`src/rtl/bus_arb_nxm_if.sv`:
```
// -----------------------------------------------------------------------------
// bus_arb_nxm_if
//
// Purpose
//   Bundles the shared-bus signals of bus_arb_nxm: the request/address/data
//   lanes of every master, the broadcast read-data and grant returned to them,
//   and the forwarded address/data path plus per-slave read data on the slave
//   side. Master and slave lanes are flattened into packed vectors:
//   master i lives at [i*ADDR_W +: ADDR_W] / [i*DATA_W +: DATA_W], slave j at
//   [j*DATA_W +: DATA_W].
//
// Signals
//   m_req      N_MASTER         per-master bus request
//   m_wr       N_MASTER         per-master write strobe (1 = write)
//   m_address  N_MASTER*ADDR_W  flattened master addresses
//   m_dout     N_MASTER*DATA_W  flattened master write data
//   m_grant    N_MASTER         registered one-hot (or zero) grant
//   m_din      DATA_W           read data broadcast to all masters
//   s_sel      N_SLAVE          one-hot slave select
//   s_address  ADDR_W           address forwarded from the owner
//   s_wr       1                write strobe forwarded from the owner
//   s_din      DATA_W           write data forwarded from the owner
//   s_dout     N_SLAVE*DATA_W   flattened slave read data
//
// Modports
//   arb     the arbiter / interconnect itself
//   master  what a bus master drives and observes
//   slave   what a memory-mapped slave drives and observes
// -----------------------------------------------------------------------------
interface bus_arb_nxm_if #(
    parameter int N_MASTER = 2,
    parameter int N_SLAVE  = 4,
    parameter int ADDR_W   = 16,
    parameter int DATA_W   = 64
);

    // Master side
    logic [N_MASTER-1:0]        m_req;
    logic [N_MASTER-1:0]        m_wr;
    logic [N_MASTER*ADDR_W-1:0] m_address;
    logic [N_MASTER*DATA_W-1:0] m_dout;
    logic [N_MASTER-1:0]        m_grant;
    logic [DATA_W-1:0]          m_din;

    // Slave side
    logic [N_SLAVE-1:0]         s_sel;
    logic [ADDR_W-1:0]          s_address;
    logic                       s_wr;
    logic [DATA_W-1:0]          s_din;
    logic [N_SLAVE*DATA_W-1:0]  s_dout;

    modport arb (
        input  m_req, m_wr, m_address, m_dout, s_dout,
        output m_grant, m_din, s_sel, s_address, s_wr, s_din
    );

    modport master (
        output m_req, m_wr, m_address, m_dout,
        input  m_grant, m_din
    );

    modport slave (
        input  s_sel, s_address, s_wr, s_din,
        output s_dout
    );

endinterface : bus_arb_nxm_if

```
`src/rtl/bus_arb_nxm.sv`:
```
// -----------------------------------------------------------------------------
// bus_arb_nxm
//
// Purpose
//   Shared-bus interconnect for N_MASTER masters and N_SLAVE memory-mapped
//   slaves. A round-robin arbiter hands out a registered one-hot grant; the
//   current owner's address, write strobe and write data are forwarded to the
//   slaves combinationally while it keeps requesting. The upper address bits
//   (m_address[ADDR_W-1:WIN_SHIFT]) pick the slave; each window is
//   2^WIN_SHIFT bytes and an index >= N_SLAVE selects nothing. Read data is
//   returned one cycle after the select cycle, matching slaves that register
//   their read port (RAM, factorial core).
//
// Ports
//   clk      in   system clock, rising edge
//   reset_n  in   asynchronous active-low reset
//   bus      arb modport of bus_arb_nxm_if (see that file for the signal list)
//
// Parameters
//   N_MASTER   number of masters (2..8)
//   N_SLAVE    number of slaves (1..16)
//   ADDR_W     address width
//   DATA_W     data width
//   WIN_SHIFT  log2 of the per-slave address window in bytes
//   HOLD_MAX   maximum consecutive owned cycles (hold-limit build only)
//
// Build option
//   BUS_HOLD_LIMIT_EN  when defined, an owner that has held the bus for
//                      HOLD_MAX consecutive cycles is pre-empted at the next
//                      edge if any other master is requesting. When not
//                      defined, an owner keeps the bus for as long as it
//                      requests and no counter exists.
// -----------------------------------------------------------------------------
module bus_arb_nxm #(
    parameter int N_MASTER  = 2,
    parameter int N_SLAVE   = 4,
    parameter int ADDR_W    = 16,
    parameter int DATA_W    = 64,
    parameter int WIN_SHIFT = 11,
    parameter int HOLD_MAX  = 16
) (
    input  logic       clk,
    input  logic       reset_n,
    bus_arb_nxm_if.arb bus
);

    localparam int MIDX_W = $clog2(N_MASTER);
    localparam int SIDX_W = (N_SLAVE > 1) ? $clog2(N_SLAVE) : 1;
    localparam int WIN_W  = ADDR_W - WIN_SHIFT;

    // Elaboration-time guard on the supported configuration space.
    if (N_MASTER < 2 || N_MASTER > 8) begin : g_bad_n_master
        $error("bus_arb_nxm: N_MASTER must be in 2..8");
    end
    if (N_SLAVE < 1 || N_SLAVE > 16) begin : g_bad_n_slave
        $error("bus_arb_nxm: N_SLAVE must be in 1..16");
    end
    if (WIN_SHIFT < 3 || WIN_SHIFT >= ADDR_W) begin : g_bad_win_shift
        $error("bus_arb_nxm: WIN_SHIFT must lie inside the address");
    end
    if (HOLD_MAX < 1) begin : g_bad_hold_max
        $error("bus_arb_nxm: HOLD_MAX must be at least 1");
    end

    typedef enum logic {
        IDLE,
        OWNED
    } state_t;

    // -------------------------------------------------------------------------
    // Registered state
    // -------------------------------------------------------------------------
    state_t              state;
    logic [N_MASTER-1:0] grant;     // one-hot copy of owner while OWNED
    logic [MIDX_W-1:0]   owner;     // binary index of the current owner
    logic [MIDX_W-1:0]   rr_ptr;    // last winner; search starts just above it
    logic                rd_vld;    // a read hit a slave in the previous cycle
    logic [SIDX_W-1:0]   rd_idx;    // which slave that read went to

    // -------------------------------------------------------------------------
    // Owner view of the master lanes
    // -------------------------------------------------------------------------
    logic                own_req;
    logic                own_wr;
    logic [ADDR_W-1:0]   own_addr;
    logic [DATA_W-1:0]   own_dout;
    logic                active;
    logic [WIN_W-1:0]    win;
    logic                hit;

    // NOTE: every signal written in an always_comb gets a default before any
    // conditional assignment, so no path leaves it unassigned and no latch is
    // inferred.
    always_comb begin
        own_req  = 1'b0;
        own_wr   = 1'b0;
        own_addr = '0;
        own_dout = '0;
        for (int i = 0; i < N_MASTER; i++) begin
            if (owner == MIDX_W'(i)) begin
                own_req  = bus.m_req[i];
                own_wr   = bus.m_wr[i];
                own_addr = bus.m_address[i*ADDR_W +: ADDR_W];
                own_dout = bus.m_dout[i*DATA_W +: DATA_W];
            end
        end
    end

    // A transfer needs both the grant and a still-asserted request: an owner
    // that has just dropped its request is not on the bus in that cycle.
    assign active = (state == OWNED) && own_req;
    assign win    = own_addr[ADDR_W-1:WIN_SHIFT];
    // Compare at 32 bits so narrow window fields never alias onto N_SLAVE.
    assign hit    = 32'(win) < N_SLAVE;

    // -------------------------------------------------------------------------
    // Slave-side forwarding
    // -------------------------------------------------------------------------
    logic [N_SLAVE-1:0] sel;

    always_comb begin
        sel = '0;
        for (int j = 0; j < N_SLAVE; j++) begin
            sel[j] = active && (32'(win) == 32'(j));
        end
    end

    // An out-of-range window leaves sel at zero, so writes there reach no
    // slave even though s_wr is still forwarded.
    assign bus.s_sel     = sel;
    assign bus.s_wr      = active & own_wr;
    assign bus.s_address = active ? own_addr : '0;
    assign bus.s_din     = active ? own_dout : '0;

    // -------------------------------------------------------------------------
    // Read return: the slave registered its data at the select edge, so pick
    // it up with the index captured at that same edge.
    // -------------------------------------------------------------------------
    logic [DATA_W-1:0] rd_data;

    always_comb begin
        rd_data = '0;
        for (int j = 0; j < N_SLAVE; j++) begin
            if (rd_vld && (rd_idx == SIDX_W'(j))) begin
                rd_data = bus.s_dout[j*DATA_W +: DATA_W];
            end
        end
    end

    assign bus.m_din   = rd_data;
    assign bus.m_grant = grant;

    // -------------------------------------------------------------------------
    // Hold limit
    // -------------------------------------------------------------------------
    logic hold_expire;

`ifdef BUS_HOLD_LIMIT_EN
    localparam int HCNT_W = $clog2(HOLD_MAX + 1);

    logic [HCNT_W-1:0] hold_cnt;    // owned cycles so far, 1 in the first

    // Pre-emption only makes sense when someone else is waiting; a lone
    // owner just has its count restarted.
    assign hold_expire = (state == OWNED)
                      && (hold_cnt == HCNT_W'(HOLD_MAX))
                      && |(bus.m_req & ~grant);
`else
    assign hold_expire = 1'b0;
`endif

    // -------------------------------------------------------------------------
    // Round-robin search: first eligible master above rr_ptr, with wrap. The
    // last candidate examined is rr_ptr itself, so a previous winner loses
    // ties to everyone else.
    // -------------------------------------------------------------------------
    logic [N_MASTER-1:0] elig;
    logic [MIDX_W-1:0]   cand;
    logic                arb_found;
    logic [MIDX_W-1:0]   arb_idx;

    always_comb begin
        elig      = hold_expire ? (bus.m_req & ~grant) : bus.m_req;
        cand      = '0;
        arb_found = 1'b0;
        arb_idx   = '0;
        for (int i = 1; i <= N_MASTER; i++) begin
            cand = MIDX_W'((int'(rr_ptr) + i) % N_MASTER);
            if (!arb_found && elig[cand]) begin
                arb_found = 1'b1;
                arb_idx   = cand;
            end
        end
    end

    // -------------------------------------------------------------------------
    // Arbiter FSM and read-return registers
    // -------------------------------------------------------------------------
    // NOTE: all state here uses non-blocking assignments so every register
    // samples the pre-edge values, independent of statement order.
    always_ff @(posedge clk or negedge reset_n) begin
        if (!reset_n) begin
            state    <= IDLE;
            grant    <= '0;
            owner    <= '0;
            rr_ptr   <= MIDX_W'(N_MASTER - 1);
            rd_vld   <= 1'b0;
            rd_idx   <= '0;
`ifdef BUS_HOLD_LIMIT_EN
            hold_cnt <= '0;
`endif
        end else begin
            // Captured every edge regardless of what the grant does next, so
            // a read in the last owned cycle still completes.
            rd_vld <= active && !own_wr && hit;
            rd_idx <= SIDX_W'(win);

            case (state)
                IDLE: begin
                    if (arb_found) begin
                        state    <= OWNED;
                        grant    <= N_MASTER'(1) << arb_idx;
                        owner    <= arb_idx;
                        rr_ptr   <= arb_idx;
`ifdef BUS_HOLD_LIMIT_EN
                        hold_cnt <= HCNT_W'(1);
`endif
                    end
                end

                OWNED: begin
                    if (own_req && !hold_expire) begin
                        // Owner keeps the bus.
`ifdef BUS_HOLD_LIMIT_EN
                        hold_cnt <= (hold_cnt == HCNT_W'(HOLD_MAX))
                                  ? HCNT_W'(1) : hold_cnt + HCNT_W'(1);
`endif
                    end else if (arb_found) begin
                        // Hand over in the same edge: no idle bubble.
                        grant    <= N_MASTER'(1) << arb_idx;
                        owner    <= arb_idx;
                        rr_ptr   <= arb_idx;
`ifdef BUS_HOLD_LIMIT_EN
                        hold_cnt <= HCNT_W'(1);
`endif
                    end else begin
                        state    <= IDLE;
                        grant    <= '0;
`ifdef BUS_HOLD_LIMIT_EN
                        hold_cnt <= '0;
`endif
                    end
                end

                default: begin
                    state <= IDLE;
                    grant <= '0;
                end
            endcase
        end
    end

endmodule : bus_arb_nxm
```
`src/flat_wrapper.sv`:
```
// flat-port wrapper written by rule: the top's interface ports become plain ports
module bus_arb_nxm_flat 
#(
    parameter int N_MASTER  = 2,
    parameter int N_SLAVE   = 4,
    parameter int ADDR_W    = 16,
    parameter int DATA_W    = 64,
    parameter int WIN_SHIFT = 11,
    parameter int HOLD_MAX  = 16
)
  (clk, reset_n, bus_m_req, bus_m_wr, bus_m_address, bus_m_dout, bus_s_dout, bus_m_grant, bus_m_din, bus_s_sel, bus_s_address, bus_s_wr, bus_s_din);
  bus_arb_nxm_if #(.N_MASTER(N_MASTER), .N_SLAVE(N_SLAVE), .ADDR_W(ADDR_W), .DATA_W(DATA_W)) bus_i ();
  input  logic clk;
  input  logic reset_n;
  input wire logic [$bits(bus_i.m_req)-1:0] bus_m_req;
  input wire logic [$bits(bus_i.m_wr)-1:0] bus_m_wr;
  input wire logic [$bits(bus_i.m_address)-1:0] bus_m_address;
  input wire logic [$bits(bus_i.m_dout)-1:0] bus_m_dout;
  input wire logic [$bits(bus_i.s_dout)-1:0] bus_s_dout;
  output wire logic [$bits(bus_i.m_grant)-1:0] bus_m_grant;
  output wire logic [$bits(bus_i.m_din)-1:0] bus_m_din;
  output wire logic [$bits(bus_i.s_sel)-1:0] bus_s_sel;
  output wire logic [$bits(bus_i.s_address)-1:0] bus_s_address;
  output wire logic [$bits(bus_i.s_wr)-1:0] bus_s_wr;
  output wire logic [$bits(bus_i.s_din)-1:0] bus_s_din;
  assign bus_i.m_req = bus_m_req;
  assign bus_i.m_wr = bus_m_wr;
  assign bus_i.m_address = bus_m_address;
  assign bus_i.m_dout = bus_m_dout;
  assign bus_i.s_dout = bus_s_dout;
  assign bus_m_grant = bus_i.m_grant;
  assign bus_m_din = bus_i.m_din;
  assign bus_s_sel = bus_i.s_sel;
  assign bus_s_address = bus_i.s_address;
  assign bus_s_wr = bus_i.s_wr;
  assign bus_s_din = bus_i.s_din;
  bus_arb_nxm #(.N_MASTER(N_MASTER), .N_SLAVE(N_SLAVE), .ADDR_W(ADDR_W), .DATA_W(DATA_W), .WIN_SHIFT(WIN_SHIFT), .HOLD_MAX(HOLD_MAX)) u_core (.clk(clk), .reset_n(reset_n), .bus(bus_i));
endmodule
```
`config.mk`:
```
export PLATFORM = sky130hd
export DESIGN_NAME = bus_arb_nxm_flat
export DESIGN_NICKNAME = d
export VERILOG_FILES = /design/src/rtl/bus_arb_nxm_if.sv /design/src/rtl/bus_arb_nxm.sv /design/src/flat_wrapper.sv
export SDC_FILE = /design/constraint.sdc
export NUM_CORES = 1
export LEC_CHECK = 0
export ABC_CLOCK_PERIOD_IN_PS = 2200
export CORE_AREA = 3 3 222 224
export CTS_BUF_LIST = sky130_fd_sc_hd__clkbuf_4
export CTS_CLUSTER_DIAMETER = 100
export DETAILED_ROUTE_END_ITERATION = 6
export DIE_AREA = 0 0 225 227
export SYNTH_ARGS = -nofsm -noshare
export SYNTH_HDL_FRONTEND = slang
export SYNTH_SLANG_ARGS = --single-unit
```
`constraint.sdc`:
```
create_clock -name clk -period 2.2 [get_ports clk]
set_clock_uncertainty 0.1 [all_clocks]
set_input_delay 0.44 -clock clk [delete_from_list [all_inputs] [get_ports clk]]
set_output_delay 0.44 -clock clk [all_outputs]
set_load 0.02 [all_outputs]
```
==> summary.md <==
| Metric | Value |
|---|---|
| Share of post-route cells with drive strength above 1 | 41.8% |
| GRT overflow | 0 |
| Int Pwr | 2.37 mW |
| Crit path time final | 2.57 ns |
| Post-synth EDFFs | 0 |
| Vias per std cell | 3.70 |
| Cells after synthesis | 380 |
| Failing checks | negative setup slack |
| Hold WC Path Type | input pin to asynchronous set/reset pin |
| Root Driver | clkbuf_4 |
| Required @ worst endpoint | 1.66 ns |
| Worst skew pair latency | 0.26 ns |
| Final Hold Viols | 0 |
| Status | finished, violations left |
| Routed Antenna Nets | 0 |
| Area occupied by multi-input gates | 4060 µm² |
| WL final | 34600 µm |
| CP peak stage delay | 0.49 ns |
| Vias in the first global route | 6385 |
| CTS tree | done |
| Sw Share | 38.3% |
| Seq cells post-synth | 8 |
| Sequential Power Share | 5.3% |
| Placer Congestion | 0.829 |
| RSZ-0062 raised after global routing | yes |
| Ranking of synthesized cells by area | mux4_2 (37%), mux2i_1 (22%), and2_1 (11%), nor2_1 (8.4%), dfrtp_1 (4.7%) |
| Clock sinks | 8 |
| Comb pwr share | 91.0% |
| Die Y-Extent | 227 µm |
| Core area | 47500 µm² |
| Final setup fails | 149 |
| Power Density | 312 nW/µm² |
| Routed length per placed instance | 20.9 µm |
| Total power | 3.84 mW |
| Reg area | 214 µm² |
| Worst Setup Start Kind | register |
| DR vias | 6105 |
| Die ar. | 51100 µm² |
| Max VDD drop | 0.000159 V |
| DRC errors left | 0 |
| Worst-margin pin slew | 0.453 ns |
| Largest delay share family, worst path | buffers and inverters |
| GR Util All Layers | 12.0% |
| Initial antenna violation count | 11 |
| Kind of critical path | register to primary output |
| Slowest-stage cell, CP | mux4_2 |
| Nets@finish | 1454 |
| Detail Placement HPWL | 28300 µm |
| Largest net degree at the start of global routing | 65 |
| Arr. time, crit path | 2.03 ns |
| Ys flop type | dfrtp_1 |
| NetSw | 1.47 mW |
| Most common cell in the synthesized netlist | nor2_1 |
| IO Pins | 573 |
| FFs w/ async S/R, synth | 100% |
| Clk buf depth | 2 |
| Clock transition at path regs | 0.07 ns |
| Synth Net Count | 802 |
| Row Count | 80 |
| Clock Power Share | 3.8% |
| Die extent in x | 225 µm |
| Post-synthesis cell type count | 33 |
| Leak | 4.90 nW |
| Mean Syn Cell Area | 9.73 µm² |
| Final Max Tran Viols | 0 |
| Htree depth | 1 |
| Slew HR | 68.9% |
| Fin crit share | 117% |
| DRT Pass-1 Iters | 4 |
| Top post-synthesis cells by count | nor2_1 (83), mux2i_1 (81), and2_1 (64) |
| Final worst setup slack | -0.371 ns |
| Max Clk Rate | 389 MHz |
| DR iter-0 viols | 179 |
| Seq/Total Area, Yosys | 5.45% |
| Max_cap viols | 0 |
| Total CTS buffers | 3 |
| WP buf/inv | 3 |
| Worst Setup End Kind | primary output |
| Synth top area share | 36.5% |
| Crit-path max FO | 17 |
| Ys Warns | 0 |
| Fin Hold WS | 0.364 ns |
| Post-synth design cell area | 3700 µm² |
| CP cell instances | buf_12 -> buf_4 -> mux4_2 -> and2_1 -> dlygate4sd2_1 |
| Global-route wire length before repair | 44200 µm |
| Fillers | 4985 |
| Area grow syn2layout | 233% |
| IO Port Bufs | 572 |
| Initial core utilization | 7.78% |
| Synth area leader | mux4_2 |
==> logic make-up after synthesis <==
family	count (synthesis)	synth area share [%]
AOI/OAI and AO/OA	10	1.73
muxes	146	61.6
and+or+nand+nor	172	23.0
DFF	8	5.45
buffers and inverters	44	8.22
==> metrics by stage <==
| step | cells | TNS (ns) | setup slack, ns | instance area, µm² | utilization, % |
|---|---|---|---|---|---|
| global placement | 1584 | -57.39 | -0.513 | 10600 | 22.2 |
| global route | 1651 | -43.67 | -0.447 | 12300 | 25.9 |
| floorplan | 380 | 0 | 0.248 | 3700 | - |
| CTS | 1633 | -40.64 | -0.412 | 11500 | 24.2 |
| detailed placement | 1584 | -60.38 | -0.548 | 10600 | 22.2 |
| finish | 1651 | -35.31 | -0.371 | 12300 | 25.9 |
==> sequential cells by signal, summed over array words and instances, names as in the netlist <==
name                flops
u_core.state            1
u_core.rd_vld           1
u_core.owner            1
u_core.rr_ptr           1
u_core.bus.m_grant      2
u_core.rd_idx           2
==> metal layers <==
metal / wire length (µm) / global-route usage (%) / up-vias
met3: 2970 / 2.53 / 50
met2: 18600 / 23.4 / 442
met5: 14 / 0 / -
met4: 1260 / 4.10 / 2
li1: - / - / 2730
met1: 11700 / 12.6 / 2881
==> final timing paths <==
path	startpoint	endpoint	slack, ns	depth (start not counted)
worst max-delay path	u_core.rd_idx[0]	bus_m_din[29]	-0.37	5
max in group asynchronous	reset_n	u_core.owner	1.30	1
worst min-delay path	reset_n	u_core.rd_idx[0]	0.36	1
min in group clk	u_core.rr_ptr	u_core.rr_ptr	0.46	2
worst max register to register	u_core.owner	u_core.rr_ptr	0.17	10
worst min register to register	u_core.rr_ptr	u_core.rr_ptr	0.46	2
==> timing repair <==
item	CTS	global route
buffers inserted	35	28
endpoints found under the setup margin	149	149
pin swaps	27	45
hold buffers	0	0
cloned	13	1
resized for setup	528	281
==> placed cells by master (no fill, tap or decap), types with 16 or more instances in the layout <==
cell type        synthesis  final
clkdlybuf4s50_1          0    421
buf_6                    1     91
nor2_4                   0     68
mux4_2                  60     60
and2_1                  64     60
buf_4                    1     59
mux2i_1                 81     58
buf_12                   6     41
buf_2                   23     18
mux2i_4                  0     16
dlygate4sd2_1            0     16
clkbuf_2                 1     16
==> power by group through the flow <==
stage	clock [mW]	sequential, mW	combinational [mW]
after floorplan	0	0.190	1.12
final	0.144	0.202	3.49
after global placement	0	0.203	2.64
after detailed placement	0	0.204	2.67
after global routing	0.155	0.205	3.67
after CTS	0.147	0.202	3.17
==> layout make-up <==
cell class	count	area share (%)
tap	615	6.25
sequential	8	1.74
antenna	5	0.102
inverter	2	0.102
clock buffer	4	0.244
timing repair buffer	688	58.6
multi-input combinational	329	32.9
No activity file was read; power rests on OpenSTA's default activity.
